<file path="config.mk">
export PLATFORM = sky130hd
export DESIGN_NAME = neopix_frame_ctrl
export DESIGN_NICKNAME = d
export VERILOG_FILES = /design/src/rtl/neopix_pkg.sv /design/src/rtl/neopix_out_queue.sv /design/src/rtl/neopix_frame_ctrl.sv
export SDC_FILE = /design/constraint.sdc
export NUM_CORES = 1
export LEC_CHECK = 0
export BUFFER_PORTS_ARGS = -buffer_cell sky130_fd_sc_hd__buf_2
export CAP_MARGIN = 10
export CORE_ASPECT_RATIO = 1.75
export CORE_MARGIN = 2
export CORE_UTILIZATION = 60
export CTS_BUF_LIST = sky130_fd_sc_hd__clkbuf_16
export CTS_CLUSTER_SIZE = 30
export DETAILED_ROUTE_END_ITERATION = 10
export PLACE_DENSITY_LB_ADDON = 0.05
export SLEW_MARGIN = 25
export SYNTH_ARGS = -nofsm -noshare
export SYNTH_HDL_FRONTEND = slang
export SYNTH_HIERARCHICAL = 1
export SYNTH_SLANG_ARGS = --single-unit
</file>
<file path="constraint.sdc">
create_clock -name clk_i -period 11.7 [get_ports clk_i]
set_input_delay 1.17 -clock clk_i [delete_from_list [all_inputs] [get_ports clk_i]]
set_output_delay 1.17 -clock clk_i [all_outputs]
set_load 0.01 [all_outputs]
</file>
<file path="src/rtl/neopix_pkg.sv">
// Shared types and constants for the NeoPixel double-buffered frame controller.
// Pure declarations: no logic, no latency, no handshake.
package neopix_pkg;

    typedef enum logic [1:0] {
        ST_IDLE,
        ST_STREAM,
        ST_DRAIN,
        ST_LATCH
    } rd_state_e;

    localparam int unsigned BANK_WORDS       = 256;
    localparam int unsigned RAM_AW           = 9;
    localparam int unsigned LATCH_CYCLES_DEF = 15000;
    localparam int unsigned QUEUE_DEPTH      = 3;

endpackage

</file>
<file path="src/rtl/neopix_out_queue.sv">
// Three-entry register FIFO holding RAM read data on its way to the serializer.
// Latency: push visible at head the next cycle; pop of an empty queue and push into a full one (without pop) are ignored.
module neopix_out_queue
    import neopix_pkg::*;
(
    input  logic        clk_i,
    input  logic        rst_ni,
    input  logic        push_i,
    input  logic [31:0] data_i,
    input  logic        pop_i,
    output logic [1:0]  count_o,
    output logic [31:0] head_o,
    output logic        empty_o
);

    logic [31:0] mem_q [QUEUE_DEPTH];
    logic [1:0]  rd_ptr_q, rd_ptr_d;
    logic [1:0]  wr_ptr_q, wr_ptr_d;
    logic [1:0]  cnt_q, cnt_d;
    logic        do_push, do_pop;

    function automatic logic [1:0] ptr_inc(input logic [1:0] p);
        return (p == 2'(QUEUE_DEPTH - 1)) ? 2'd0 : p + 2'd1;
    endfunction

    assign do_pop  = pop_i & (cnt_q != 2'd0);
    assign do_push = push_i & ((cnt_q != 2'(QUEUE_DEPTH)) | do_pop);

    always_comb begin
        rd_ptr_d = do_pop  ? ptr_inc(rd_ptr_q) : rd_ptr_q;
        wr_ptr_d = do_push ? ptr_inc(wr_ptr_q) : wr_ptr_q;
        cnt_d    = cnt_q + {1'b0, do_push} - {1'b0, do_pop};
    end

    always_ff @(posedge clk_i) begin
        if (!rst_ni) begin
            for (int i = 0; i < int'(QUEUE_DEPTH); i++) begin
                mem_q[i] <= '0;
            end
            rd_ptr_q <= '0;
            wr_ptr_q <= '0;
            cnt_q    <= '0;
        end else begin
            if (do_push) begin
                mem_q[wr_ptr_q] <= data_i;
            end
            rd_ptr_q <= rd_ptr_d;
            wr_ptr_q <= wr_ptr_d;
            cnt_q    <= cnt_d;
        end
    end

    assign count_o = cnt_q;
    assign head_o  = mem_q[rd_ptr_q];
    assign empty_o = (cnt_q == 2'd0);

endmodule

</file>
<file path="src/rtl/neopix_frame_ctrl.sv">
// Double-buffered pixel frame controller: host fills the back bank, reader streams the front bank to the serializer.
// Latency: write 0 cycles, read address to px_valid 3 cycles; host stalls while a commit is pending, reads stop at 3 credits.
module neopix_frame_ctrl
    import neopix_pkg::*;
#(
    parameter int unsigned LATCH_CYCLES = LATCH_CYCLES_DEF,
    parameter int unsigned QDEPTH       = QUEUE_DEPTH
) (
    input  logic              clk_i,
    input  logic              rst_ni,
    input  logic              wr_valid_i,
    input  logic [31:0]       wr_data_i,
    input  logic              wr_last_i,
    output logic              wr_ready_o,
    output logic              overflow_o,
    output logic              px_valid_o,
    output logic [31:0]       px_data_o,
    input  logic              px_ready_i,
    output logic              frame_done_o,
    output logic [RAM_AW-1:0] ram_wraddr_o,
    output logic [31:0]       ram_data_o,
    output logic              ram_wren_o,
    output logic [RAM_AW-1:0] ram_rdaddr_o,
    input  logic [31:0]       ram_q_i
);

    localparam int unsigned LW = $clog2(LATCH_CYCLES + 1);

    rd_state_e     state_q;
    logic          disp_bank_q, pend_q, overflow_q, frame_done_q;
    logic [8:0]    wr_cnt_q, wr_cnt_d, pend_len_q, len_q, rd_cnt_q;
    logic [1:0]    infl_q;
    logic [LW-1:0] latch_cnt_q;

    logic          wr_fire, wr_room, wr_commit;
    logic          issue, q_pop, q_empty;
    logic [1:0]    q_cnt;
    logic [31:0]   q_head;
    logic [2:0]    credit;

    // Host side: the writer only ever touches the back bank, never the one being streamed.
    assign wr_ready_o   = ~pend_q;
    assign wr_fire      = wr_valid_i & ~pend_q;
    assign wr_room      = ~wr_cnt_q[8];
    assign wr_commit    = wr_fire & wr_last_i;
    assign ram_wren_o   = wr_fire & wr_room;
    assign ram_wraddr_o = ram_wren_o ? {~disp_bank_q, wr_cnt_q[7:0]} : '0;
    assign ram_data_o   = ram_wren_o ? wr_data_i : '0;

    always_comb begin
        wr_cnt_d = wr_cnt_q;
        if (wr_commit) begin
            wr_cnt_d = '0;
        end else if (ram_wren_o) begin
            wr_cnt_d = wr_cnt_q + 9'd1;
        end
    end

    always_ff @(posedge clk_i) begin
        if (!rst_ni) begin
            wr_cnt_q   <= '0;
            overflow_q <= 1'b0;
            pend_len_q <= '0;
        end else begin
            wr_cnt_q <= wr_cnt_d;
            if (wr_fire && !wr_room) begin
                overflow_q <= 1'b1;
            end
            if (wr_commit) begin
                pend_len_q <= wr_room ? wr_cnt_q + 9'd1 : 9'(BANK_WORDS);
            end
        end
    end

    // Credit covers reads still in the RAM pipeline plus words parked in the queue.
    assign credit       = {1'b0, q_cnt} + {2'b00, infl_q[0]} + {2'b00, infl_q[1]};
    assign issue        = (state_q == ST_STREAM) && (credit < 3'(QDEPTH));
    assign ram_rdaddr_o = issue ? {disp_bank_q, rd_cnt_q[7:0]} : '0;
    assign q_pop        = ~q_empty & px_ready_i;

    neopix_out_queue u_queue (
        .clk_i   (clk_i),
        .rst_ni  (rst_ni),
        .push_i  (infl_q[1]),
        .data_i  (ram_q_i),
        .pop_i   (q_pop),
        .count_o (q_cnt),
        .head_o  (q_head),
        .empty_o (q_empty)
    );

    always_ff @(posedge clk_i) begin
        if (!rst_ni) begin
            state_q      <= ST_IDLE;
            disp_bank_q  <= 1'b0;
            pend_q       <= 1'b0;
            len_q        <= '0;
            rd_cnt_q     <= '0;
            infl_q       <= '0;
            latch_cnt_q  <= '0;
            frame_done_q <= 1'b0;
        end else begin
            infl_q       <= {infl_q[0], issue};
            frame_done_q <= 1'b0;
            if (wr_commit) begin
                pend_q <= 1'b1;
            end
            case (state_q)
                ST_IDLE: begin
                    if (pend_q) begin
                        disp_bank_q <= ~disp_bank_q;
                        len_q       <= pend_len_q;
                        rd_cnt_q    <= '0;
                        pend_q      <= 1'b0;
                        state_q     <= ST_STREAM;
                    end
                end
                ST_STREAM: begin
                    if (issue) begin
                        rd_cnt_q <= rd_cnt_q + 9'd1;
                        if (rd_cnt_q + 9'd1 == len_q) begin
                            state_q <= ST_DRAIN;
                        end
                    end
                end
                ST_DRAIN: begin
                    // Leave as the final word is taken so the gap counts from the last accept.
                    if (infl_q == 2'b00 && (q_empty || (q_cnt == 2'd1 && q_pop))) begin
                        latch_cnt_q  <= LW'(LATCH_CYCLES - 1);
                        frame_done_q <= (LATCH_CYCLES == 1);
                        state_q      <= ST_LATCH;
                    end
                end
                ST_LATCH: begin
                    if (latch_cnt_q == '0) begin
                        state_q <= ST_IDLE;
                    end else begin
                        latch_cnt_q <= latch_cnt_q - LW'(1);
                    end
                    if (latch_cnt_q == LW'(1)) begin
                        frame_done_q <= 1'b1;
                    end
                end
                default: state_q <= ST_IDLE;
            endcase
        end
    end

    assign overflow_o   = overflow_q;
    assign frame_done_o = frame_done_q;
    assign px_valid_o   = ~q_empty;
    assign px_data_o    = q_head;

endmodule

</file>
==> reports/metrics.cfg, run 1 <==
[global_routing]
grt-ovfl-total=0
grt_pass1_wl_um=30800
grtUsageTotal_pct=23.7
grt_antenna_before_repair=2
grt_max_degree=46
grt_pass1_vias=6493

[setup_path]
start_kind=register
max_stage_delay_ns=0.66
endpoint_kind=primary output
critPathTopFamily=adder cells
arrival_ns=2.57
r2r-end=state_q[0]
cp_slowest_cell=a21oi_1
rrSetupSlack_ns=8.65
endpoint=ram_rdaddr_o[8]
critPathKind=register to primary output
worstPathMaxFanout=10
r2r_cells=8
reg2reg_from=u_queue/count_o[0]
critPathLaunch=u_queue/count_o[0]
crit_chain=fa_1, ha_1, a21oi_1, and3_1, buf_2
crit_required_ns=10.53
cp.depth=5
path_buf_inv=1

[route]
dr.pass1.iters=4
wl_per_cell_um=17.4
viasPerCell=5.78
ant_nets=0
wl_um=18800
detail_route.iter0.violations=258
drc=0
vias=6253

[logic_synthesis]
synth-compound-area-share_pct=5.71
synth-seq-area-share_pct=57.0
yosys.area.top_type_share_pct=42.4
synth_top_cell_by_area=edfxtp_1
synth_fa_ha_area_share_pct=2.02
synthMostInstantiatedCell=edfxtp_1
ys_warn_count=6
synth_edf_count=128
synthMuxAreaShare_pct=8.06
synth-seq-cells=194
synthFlopType=edfxtp_1
synth_top_family_by_area=simple AND/OR/NAND/NOR gates
synth_cells=740
yosysUniqueCellTypes=65
ys_async_sr_fraction_pct=0
netlist_top_cells_area=edfxtp_1 42%, dfxtp_1 15%, mux4_2 8.0%
synth_common_cells=128 x edfxtp_1, 97 x and2_1, 66 x dfxtp_1
synth.avg_cell_area_um2=12.2
synthesis.area_um2=9060
syn_nets=823
synth_simple_gate_area_share_pct=20.8
synth_xor_area_share_pct=3.19

[finish]
nets=967
utilization_pct=70.9
area_growth_syn_to_layout_pct=16.0
fin_cells=1081
fillers=1067
drive_gt1_share_pct=28.5

[place]
globalplace.congestion=0.843
port_buffers=155
post-place-ws_ns=8.24
dp.cells=1048
place_hpwl_um=12800

[die]
die-area_um2=16100
die-width_um=96.9
pin_count=156
start_util_pct=61.1
dieHeight_um=167
core-area_um2=14800
rows=59

[timing]
period_minus_slack_ns=3.74
setup_violations=0
clock_skew_ns=0.0107
slew_headroom_pct=40.3
final.setup.tns_ns=0
drv_slew=0
worst_slew_pin_slew_ns=0.895
rsz0062_at_grt=no
min_period_over_period_pct=32.0
worst_slack_ns=7.96
fmax_mhz=267
hold_viol=0

[clocking]
cts-buffers-inserted=17
cts_tree=done
clk_pin_slew_ns=0.07
cts-root-to-sink-buffers=2
cts_setup_buffers=0
ctsResizeCount=0
hold_buffers=0
cts_sinks=194
htreeDepth=4
clock_latency_ns=0.43
cts_root_buffer=clkbuf_16

[worst_hold_path]
hold_depth=2
worstHoldStart=pend_len_q[0]
min_path_type=register to register

[power]
power.leakage_nw=4.25
powerDensity_nw_per_um2=160
finalPower_mw=1.68
irDropWorstVdd_v=0.000102

[outcome]
outcome=complete, no violations

[run]
drv_cap=0

[logic make-up (layout without fill, tap and decap cells)]
group / count (synthesis) / in the layout
AO/OA/AOI/OAI: 85 / 85
other: 0 / 2
AND/OR/NAND/NOR: 328 / 328
flip-flops: 194 / 194
multiplexers: 33 / 33
adder cells (fa/ha/maj): 14 / 14
buffers and inverters: 53 / 209
XOR/XNOR: 33 / 33
[layer usage]
metal,up-vias,routed length [um],global-route usage (%)
li1,2973,-,-
met1,3028,6840,24.5
met2,211,10700,46.7
met3,41,820,3.69
met4,0,455,9.43
met5,-,0,0
[per-stage QoR]
step,hold WS [ns],cell area (um2)
2_1_floorplan,0.425,9060
4_1_cts,0.456,10500
6_report,0.455,10500
3_3_place_gp,0.433,9920
3_5_place_dp,0.442,9960
5_1_grt,0.475,10500
[where the power goes]
group	internal (mW)	switching [mW]
Combinational	0.142	0.192
Sequential	0.772	0.0395
Clock	0.277	0.259
[state kept, by name, summed over array words and instances, names as in the netlist, 9 cells and up, named ones only]
name / cells
len_q: 9
pend_len_q: 9
wr_cnt_q: 9
rd_cnt_q: 9
latch_cnt_q: 14
u_queue/mem_q: 128
[tightest hold or removal path, cell delays in order, from the launching register on]
cell and delay, ns:
dfxtp_1 0.31, nand2_1 0.05, a21oi_1 0.05
[layout make-up]
class / instances / area [um2] / area share (%)
Antenna cell: 2 / 5.00 / 0.0476
Timing Repair Buffer: 163 / 863 / 8.21
Tap cell: 183 / 229 / 2.18
Clock buffer: 17 / 425 / 4.05
Clock inverter: 14 / 125 / 1.19
Sequential cell: 194 / 5170 / 49.1
Multi-Input combinational cell: 493 / 3640 / 34.7
Inverter: 15 / 56.3 / 0.535
[worst min-delay path by stage]
stage	end	slack (ns)
after floorplan	pend_len_q[0]	0.42
after global placement	pend_len_q[1]	0.43
after detailed placement	pend_len_q[5]	0.44
after CTS	len_q[0]	0.46
after global routing	len_q[8]	0.47
final	len_q[0]	0.45
[cell usage in the layout (no fill, tap or decap), types with 13 or more instances in the layout]
cell and instances:
a21oi_1 35, and2_1 97, and3_1 53, buf_2 155
clkbuf_16 17, dfxtp_1 64, edfxtp_1 128, ha_1 13
inv_1 13, mux4_2 32, nand2_1 54, nand3_1 22
nor2_1 43, o21ai_0 21, xor2_1 21
(Power assumes the default switching activity.)
==> run 2: changes to the inputs <==
--- a/config.mk
+++ b/config.mk
@@ -5,11 +5,12 @@
 export SDC_FILE = /design/constraint.sdc
 export NUM_CORES = 1
 export LEC_CHECK = 0
+export ABC_AREA = 1
 export BUFFER_PORTS_ARGS = -buffer_cell sky130_fd_sc_hd__buf_2
 export CAP_MARGIN = 10
 export CORE_ASPECT_RATIO = 1.75
 export CORE_MARGIN = 2
-export CORE_UTILIZATION = 60
+export CORE_UTILIZATION = 51
 export CTS_BUF_LIST = sky130_fd_sc_hd__clkbuf_16
 export CTS_CLUSTER_SIZE = 30
 export DETAILED_ROUTE_END_ITERATION = 10
==> constraint.sdc (replaced) <==
create_clock -name clk_i -period 3.35 [get_ports clk_i]
set_input_delay 0.335 -clock clk_i [delete_from_list [all_inputs] [get_ports clk_i]]
set_output_delay 0.335 -clock clk_i [all_outputs]
set_load 0.01 [all_outputs]
==> run 2 against run 1 <==
- clock power grew to 3.6 times the previous value
- worst setup slack worse by 7.2 ns
- combinational power grew to 3.8 times the previous value
- clock-buffer cell count stayed put
- final area is 2.5% higher
- sequential share of layout area is 1.2 points lower
- global-route usage is 2.4 points lower
- synthesized cell count is 46% higher
- critical endpoint unchanged
- largest power group unchanged
==> reports/metrics.cfg, run 2 <==
[outcome]
outcome=complete, no violations  ; unchanged

[timing]
setup_violations=0  ; unchanged
drv_slew=0  ; unchanged
clock_skew_ns=0.0127  ; was 0.0107 ns
worst_slew_pin_slew_ns=0.983  ; was 0.895 ns
rsz0062_at_grt=no  ; unchanged
slew_headroom_pct=34.5  ; was 40.3%
fmax_mhz=389
period_minus_slack_ns=2.57
final.setup.tns_ns=0  ; unchanged
hold_viol=0  ; unchanged
min_period_over_period_pct=76.8

[finish]
multi_input_area_um2=3140  ; was 3640 um2
utilization_pct=60.0  ; was 70.9%
reg_top3=u_queue/mem_q x128, latch_cnt_q x14  ; unchanged
largest_reg_flops=128  ; unchanged
seqCellArea_um2=5170  ; about the same
fin_area_um2=10800  ; was 10500 um2
nets=1306  ; was 967
drive_gt1_share_pct=18.9  ; was 28.5%
regMostFlops=u_queue/mem_q  ; unchanged
layout_common_cells=195 x inv_1, 192 x nor2_1, 169 x nand2_1  ; was 155 x buf_2, 128 x edfxtp_1, 97 x and2_1
area_growth_syn_to_layout_pct=15.9  ; was 16.0%
final_common_cell=inv_1  ; was buf_2
fillers=1630  ; was 1067

[global_routing]
grt_pass1_wl_um=32700  ; was 30800 um
grt_antenna_before_repair=2  ; unchanged
grt-ovfl-total=0  ; unchanged
grt_pass1_vias=6905  ; was 6493
grt_max_degree=66  ; was 46
grtUsageTotal_pct=21.3  ; was 23.7%

[worst_hold_path]
hold_depth=1  ; was 2
min_path_type=primary input to register  ; was register to register
min_to=u_queue/mem_q[3][25]  ; was len_q[0]
worstHoldStart=ram_q_i[25]  ; was pend_len_q[0]

[place]
globalplace.congestion=0.881  ; was 0.843
port_buffers=155  ; unchanged
place_hpwl_um=13900  ; was 12800 um
place_area_um2=10200  ; was 9960 um2

[setup_path]
max_stage_delay_ns=0.43  ; was 0.66 ns
worstPathMaxFanout=11  ; was 10
crit_required_ns=3.01  ; was 10.53 ns
reg2reg_from=infl_q[1]  ; was u_queue/count_o[0]
r2r-end=rd_cnt_q[2]  ; was state_q[0]
crit_chain=fa_1, ha_1, a21oi_1, inv_1, nor2_1, inv_1, nor2_1, buf_2  ; was fa_1, ha_1, a21oi_1, and3_1, buf_2
critPathKind=register to primary output  ; unchanged
start_kind=register  ; unchanged
r2r_cells=9  ; was 8
rrSetupSlack_ns=0.92  ; was 8.65 ns
critPathLaunch=infl_q[1]  ; was u_queue/count_o[0]
endpoint_kind=primary output  ; unchanged
arrival_ns=2.24  ; was 2.57 ns
cp_slowest_cell=fa_1  ; was a21oi_1

[logic_synthesis]
synth-seq-cells=194  ; unchanged
synth_edf_count=128  ; unchanged
netlist_top_cells_area=edfxtp_1 41%, dfxtp_1 14%, inv_1 7.9%  ; was edfxtp_1 42%, dfxtp_1 15%, mux4_2 8.0%
ys_warn_count=6  ; unchanged
synth.avg_cell_area_um2=8.59  ; was 12.2 um2
syn_nets=1166  ; was 823
synthesis.area_um2=9300  ; was 9060 um2
synthMostInstantiatedCell=inv_1  ; was edfxtp_1
ys_async_sr_fraction_pct=0  ; unchanged
yosysUniqueCellTypes=37  ; was 65
yosys.area.top_type_share_pct=41.3  ; was 42.4%
synth_cells=1083  ; was 740
synthFlopType=edfxtp_1  ; unchanged
synth_common_cells=195 x inv_1, 193 x nor2_1, 172 x nand2_1  ; was 128 x edfxtp_1, 97 x and2_1, 66 x dfxtp_1
synth_top_cell_by_area=edfxtp_1  ; unchanged
synth-seq-area-share_pct=55.5  ; was 57.0%

[route]
wl_per_cell_um=13.5  ; was 17.4 um
detail_route.iter0.violations=354  ; was 258
viasPerCell=4.90  ; was 5.78
wl_um=19900  ; was 18800 um
vias=7207  ; was 6253
ant_nets=0  ; unchanged
drc=0  ; unchanged
dr.pass1.iters=5  ; was 4

[die]
core-area_um2=18000  ; was 14800 um2
start_util_pct=51.7  ; was 61.1%
rows=65  ; was 59
pin_count=156  ; unchanged
dieHeight_um=183  ; was 167 um
die-width_um=106  ; was 96.9 um
die-area_um2=19400  ; was 16100 um2

[power]
power.leakage_nw=4.87  ; was 4.25 nW
powerDensity_nw_per_um2=560  ; was 160 nW/um2
finalPower_mw=6.04  ; was 1.68 mW
irDropWorstVdd_v=0.000300  ; was 0.000102 V

[run]
drv_cap=0  ; unchanged

[clocking]
cts_root_buffer=clkbuf_16  ; unchanged
clk_pin_slew_ns=0.07  ; about the same
ctsResizeCount=0  ; unchanged
hold_buffers=0  ; unchanged
cts_sinks=194  ; unchanged
clock_latency_ns=0.43  ; about the same
cts_setup_buffers=0  ; unchanged
htreeDepth=4  ; unchanged
cts-buffers-inserted=17  ; unchanged
cts-root-to-sink-buffers=2  ; unchanged
cts_tree=done  ; unchanged

run 2: power breakdown:
part / internal (mW) / switching, mW / total [mW]
Combinational: 0.458 / 0.807 / 1.27
Clock: 0.989 / 0.945 / 1.93
Sequential: 2.71 / 0.129 / 2.84
Total: 4.16 / 1.88 / 6.04
run 2: logic make-up after synthesis:
family / Yosys count / share of synthesized area, %
AOI/OAI and AO/OA: 180 / 10.8
DFF: 194 / 55.5
and+or+nand+nor: 445 / 20.0
buffers and inverters: 242 / 11.0
xor gates and xnor gates: 8 / 0.753
adders and majority gates: 14 / 1.96
run 2: area by class of cell:
class / instances / share of cell area (%)
sequential: 194 / 48.0
multi-input combinational: 647 / 29.1
timing repair buffer: 167 / 8.15
inverter: 196 / 6.82
clock buffer: 17 / 3.95
tap: 234 / 2.72
clock inverter: 15 / 1.30
antenna: 1 / 0.0232
run 2: metrics by stage:
stage | setup WS [ns] | hold slack (ns) | cells
after floorplan | 0.714 | 0.430 | 1083
after global placement | 0.993 | 0.443 | 1438
after detailed placement | 0.954 | 0.443 | 1438
after CTS | 0.732 | 0.0749 | 1470
after global routing | 0.539 | 0.0804 | 1470
final | 0.777 | 0.0946 | 1471
run 2: how the worst max path moves through the flow:
stage	end	slack, ns
after floorplan	u_queue/mem_q[3][0]	0.71
after global placement	rd_cnt_q[5]	0.99
after detailed placement	rd_cnt_q[2]	0.95
after CTS	ram_rdaddr_o[8]	0.73
after global routing	ram_rdaddr_o[2]	0.54
final	ram_rdaddr_o[8]	0.78
run 2: layer usage:
layer	track usage [%]	up-vias	share of wire, %
met5	0	-	0.065
met4	9.11	2	2.5
met3	4.29	37	4.0
met2	40.1	140	56
met1	22.8	3284	38
li1	-	3744	-
run 2: worst max-delay path, delay by kind of cell, from the launching register on:
| kind | cells | cell delay (ns) |
|---|---|---|
| and+or+nand+nor | 2 | 0.21 |
| adders and majority gates | 2 | 0.71 |
| AOI/OAI and AO/OA | 1 | 0.12 |
| buffers and inverters | 3 | 0.35 |
| DFF | 1 | 0.41 |
==> run 3: changes to the inputs <==
--- a/config.mk
+++ b/config.mk
@@ -5,7 +5,7 @@
 export SDC_FILE = /design/constraint.sdc
 export NUM_CORES = 1
 export LEC_CHECK = 0
-export ABC_AREA = 1
+export ABC_AREA = 0
 export BUFFER_PORTS_ARGS = -buffer_cell sky130_fd_sc_hd__buf_2
 export CAP_MARGIN = 10
 export CORE_ASPECT_RATIO = 1.75
==> constraint.sdc (replaced) <==
create_clock -name clk_i -period 2.1 [get_ports clk_i]
set_input_delay 0.21 -clock clk_i [delete_from_list [all_inputs] [get_ports clk_i]]
set_output_delay 0.21 -clock clk_i [all_outputs]
set_load 0.01 [all_outputs]
==> run 3 against run 2 <==
- the flow now finishes with violations (negative setup slack)
- total power is 67% higher
- combinational power increased by 83%
- global-route usage rose by 0.64 points
- utilization is 5.5 points higher
- via count is 9.2% lower
- sequential power up 58%
- clock skew down 0.0041 ns
- hold slack improved by 0.026 ns
- clock-buffer cell count stayed put
- non-clock buffer count increased by 72
- critical path depth shrank 2
==> reports/metrics.cfg, run 3 (synthesized netlist as in run 1, its figures left out) <==
[setup_path]
arrival_ns=1.99  ; was 2.24 ns
rrSetupSlack_ns=-0.05  ; was 0.92 ns
endpoint_kind=primary output  ; unchanged
critPathKind=register to primary output  ; unchanged
max_stage_delay_ns=0.40  ; was 0.43 ns
worstPathMaxFanout=9  ; was 11
reg2reg_from=infl_q[0]  ; was infl_q[1]
cp_slowest_cell=fa_2  ; was fa_1
crit_required_ns=1.89  ; was 3.01 ns
r2r_cells=8  ; was 9
start_kind=register  ; unchanged
r2r-end=state_q[0]  ; was rd_cnt_q[2]
crit_chain=fa_2, ha_4, a21oi_4, buf_6, and3_1, buf_2  ; was fa_1, ha_1, a21oi_1, inv_1, nor2_1, inv_1, nor2_1, buf_2

[power]
p_int_mw=7.16  ; was 4.16 mW
finalPower_mw=10.1  ; was 6.04 mW
powerDensity_nw_per_um2=879  ; was 560 nW/um2
seqPwrFrac_pct=44.8  ; was 47.0%
pwr-share-comb_pct=23.1  ; was 21.0%
switchingPower_mw=2.89  ; was 1.88 mW
power_frac_clock_pct=32.1  ; was 32.0%
irDropWorstVdd_v=0.000570  ; was 0.000300 V
sw_frac_of_total_pct=28.8  ; was 31.2%
power.leakage_nw=4.65  ; was 4.87 nW

[clocking]
clock_latency_ns=0.43  ; about the same
cts-buffers-inserted=17  ; unchanged
cts_tree=done  ; unchanged
clk_pin_slew_ns=0.07  ; about the same
cts-root-to-sink-buffers=2  ; unchanged
cts_root_buffer=clkbuf_16  ; unchanged
htreeDepth=4  ; unchanged
cts_sinks=194  ; unchanged

[worst_hold_path]
worstHoldStart=wr_last_i  ; was ram_q_i[25]
min_to=pend_q  ; was u_queue/mem_q[3][25]
min_path_type=primary input to register  ; unchanged
hold_depth=3  ; was 1

[timing]
period_minus_slack_ns=2.20
setup_violations=11  ; was 0
worst_slew_pin_slew_ns=0.477  ; was 0.983 ns
clock_skew_ns=0.00861  ; was 0.0127 ns
min_period_over_period_pct=105
hold_viol=0  ; unchanged
worst_slack_ns=-0.0966  ; was 0.777 ns
drv_slew=0  ; unchanged
rsz0062_at_grt=yes  ; was no
fmax_mhz=455
final.setup.tns_ns=-0.843  ; was 0 ns
slew_headroom_pct=68.1  ; was 34.5%

[place]
globalplace.congestion=0.845  ; was 0.881
place_hpwl_um=13800  ; was 13900 um
place_area_um2=10400  ; was 10200 um2
dp.cells=1138  ; was 1438
port_buffers=155  ; unchanged

[route]
dr.pass1.iters=4  ; was 5
detail_route.iter0.violations=248  ; was 354
drc=0  ; unchanged
viasPerCell=5.44  ; was 4.90
wl_um=20400  ; was 19900 um
wl_per_cell_um=16.9  ; was 13.5 um
ant_nets=0  ; unchanged
vias=6547  ; was 7207

[finish]
nets=1043  ; was 1306
fillers=1455  ; was 1630
fin_cells=1204  ; was 1471
layout_common_cells=155 x buf_2, 128 x edfxtp_1, 97 x and2_1  ; was 195 x inv_1, 192 x nor2_1, 169 x nand2_1
area_growth_syn_to_layout_pct=26.2  ; was 15.9%
largest_reg_flops=128  ; unchanged
reg_top3=u_queue/mem_q x128, latch_cnt_q x14  ; unchanged
fin_area_um2=11400  ; was 10800 um2
final_common_cell=buf_2  ; was inv_1
diodes=0  ; was 1
regMostFlops=u_queue/mem_q  ; unchanged
drive_gt1_share_pct=32.5  ; was 18.9%

[die]
die-area_um2=18900  ; was 19400 um2
pin_count=156  ; unchanged
die-width_um=105  ; was 106 um
dieHeight_um=180  ; was 183 um
rows=64  ; was 65
core-area_um2=17500  ; was 18000 um2
start_util_pct=51.9  ; was 51.7%

[global_routing]
grt_pass1_vias=6818  ; was 6905
grt_pass1_wl_um=33000  ; was 32700 um
grt_antenna_before_repair=0  ; was 2
grtUsageTotal_pct=22.0  ; was 21.3%
grt_max_degree=45  ; was 66
grt-ovfl-total=0  ; unchanged

[outcome]
outcome=finished, violations left  ; was complete, no violations
violations=negative setup slack

[run]
drv_cap=0  ; unchanged

-- run 3: worst max path at each step --
stage	cells after the start	slack, ns	end	startpoint
2_1_floorplan	5	-0.26	u_queue/mem_q[1][0]	u_queue/count_o[0]
3_3_place_gp	8	-0.11	state_q[0]	infl_q[0]
3_5_place_dp	8	-0.25	latch_cnt_q[13]	latch_cnt_q[1]
4_1_cts	6	-0.12	ram_rdaddr_o[7]	infl_q[0]
5_1_grt	6	-0.16	ram_rdaddr_o[8]	infl_q[0]
6_report	6	-0.1	ram_rdaddr_o[7]	infl_q[0]
-- run 3: cell type report --
type | instances | area (um2) | area share [%]
Clock buffer | 17 | 425 | 3.72
Clock inverter | 15 | 160 | 1.40
Inverter | 15 | 56.3 | 0.492
Multi-Input combinational cell | 493 | 3730 | 32.6
Sequential cell | 194 | 5170 | 45.2
Tap cell | 231 | 289 | 2.53
Timing Repair Buffer | 239 | 1600 | 14.0
-- run 3: power groups by stage --
stage          registers (mW)  logic [mW]  clock network, mW
3_5_place_dp             4.58        2.18                  0
3_3_place_gp             4.56        2.12                  0
6_report                 4.50        2.32               3.23
5_1_grt                  4.53        2.59               3.45
4_1_cts                  4.50        2.31               3.29
2_1_floorplan            4.55        1.39                  0
-- run 3: metrics by stage --
step / hold WS (ns) / setup slack, ns / utilization, %
3_5_place_dp: 0.420 / -0.247 / 59.7
4_1_cts: 0.101 / -0.116 / 65.3
3_3_place_gp: 0.415 / -0.111 / 59.7
5_1_grt: 0.123 / -0.162 / 65.5
6_report: 0.120 / -0.0966 / 65.5
2_1_floorplan: 0.309 / -0.260 / -
-- run 3: metal layers --
layer | track usage, % | part of all wire [%] | vias to the layer above
met1 | 21.9 | 37 | 3194
met4 | 7.09 | 2.3 | 0
li1 | - | - | 3116
met2 | 44.6 | 58 | 192
met3 | 3.62 | 3.5 | 45
met5 | 0 | 0 | -
-- run 3: repair_timing --
item | in CTS | in global routing
hold buffers | 32 | 0
setup buffers | 3 | 0
hold endpoints to repair | 32 | 0
pin swaps | 12 | 5
endpoints found under the setup margin | 31 | 122
resized for setup | 16 | 11
-- run 3: worst max-delay path: cells and delay by family, from the launching register on --
family	cells	cell delay [ns]
buffers and inverters	2	0.28
AO/OA/AOI/OAI	1	0.13
AND/OR/NAND/NOR	1	0.16
flip-flops	1	0.34
adder cells (fa/ha/maj)	2	0.64
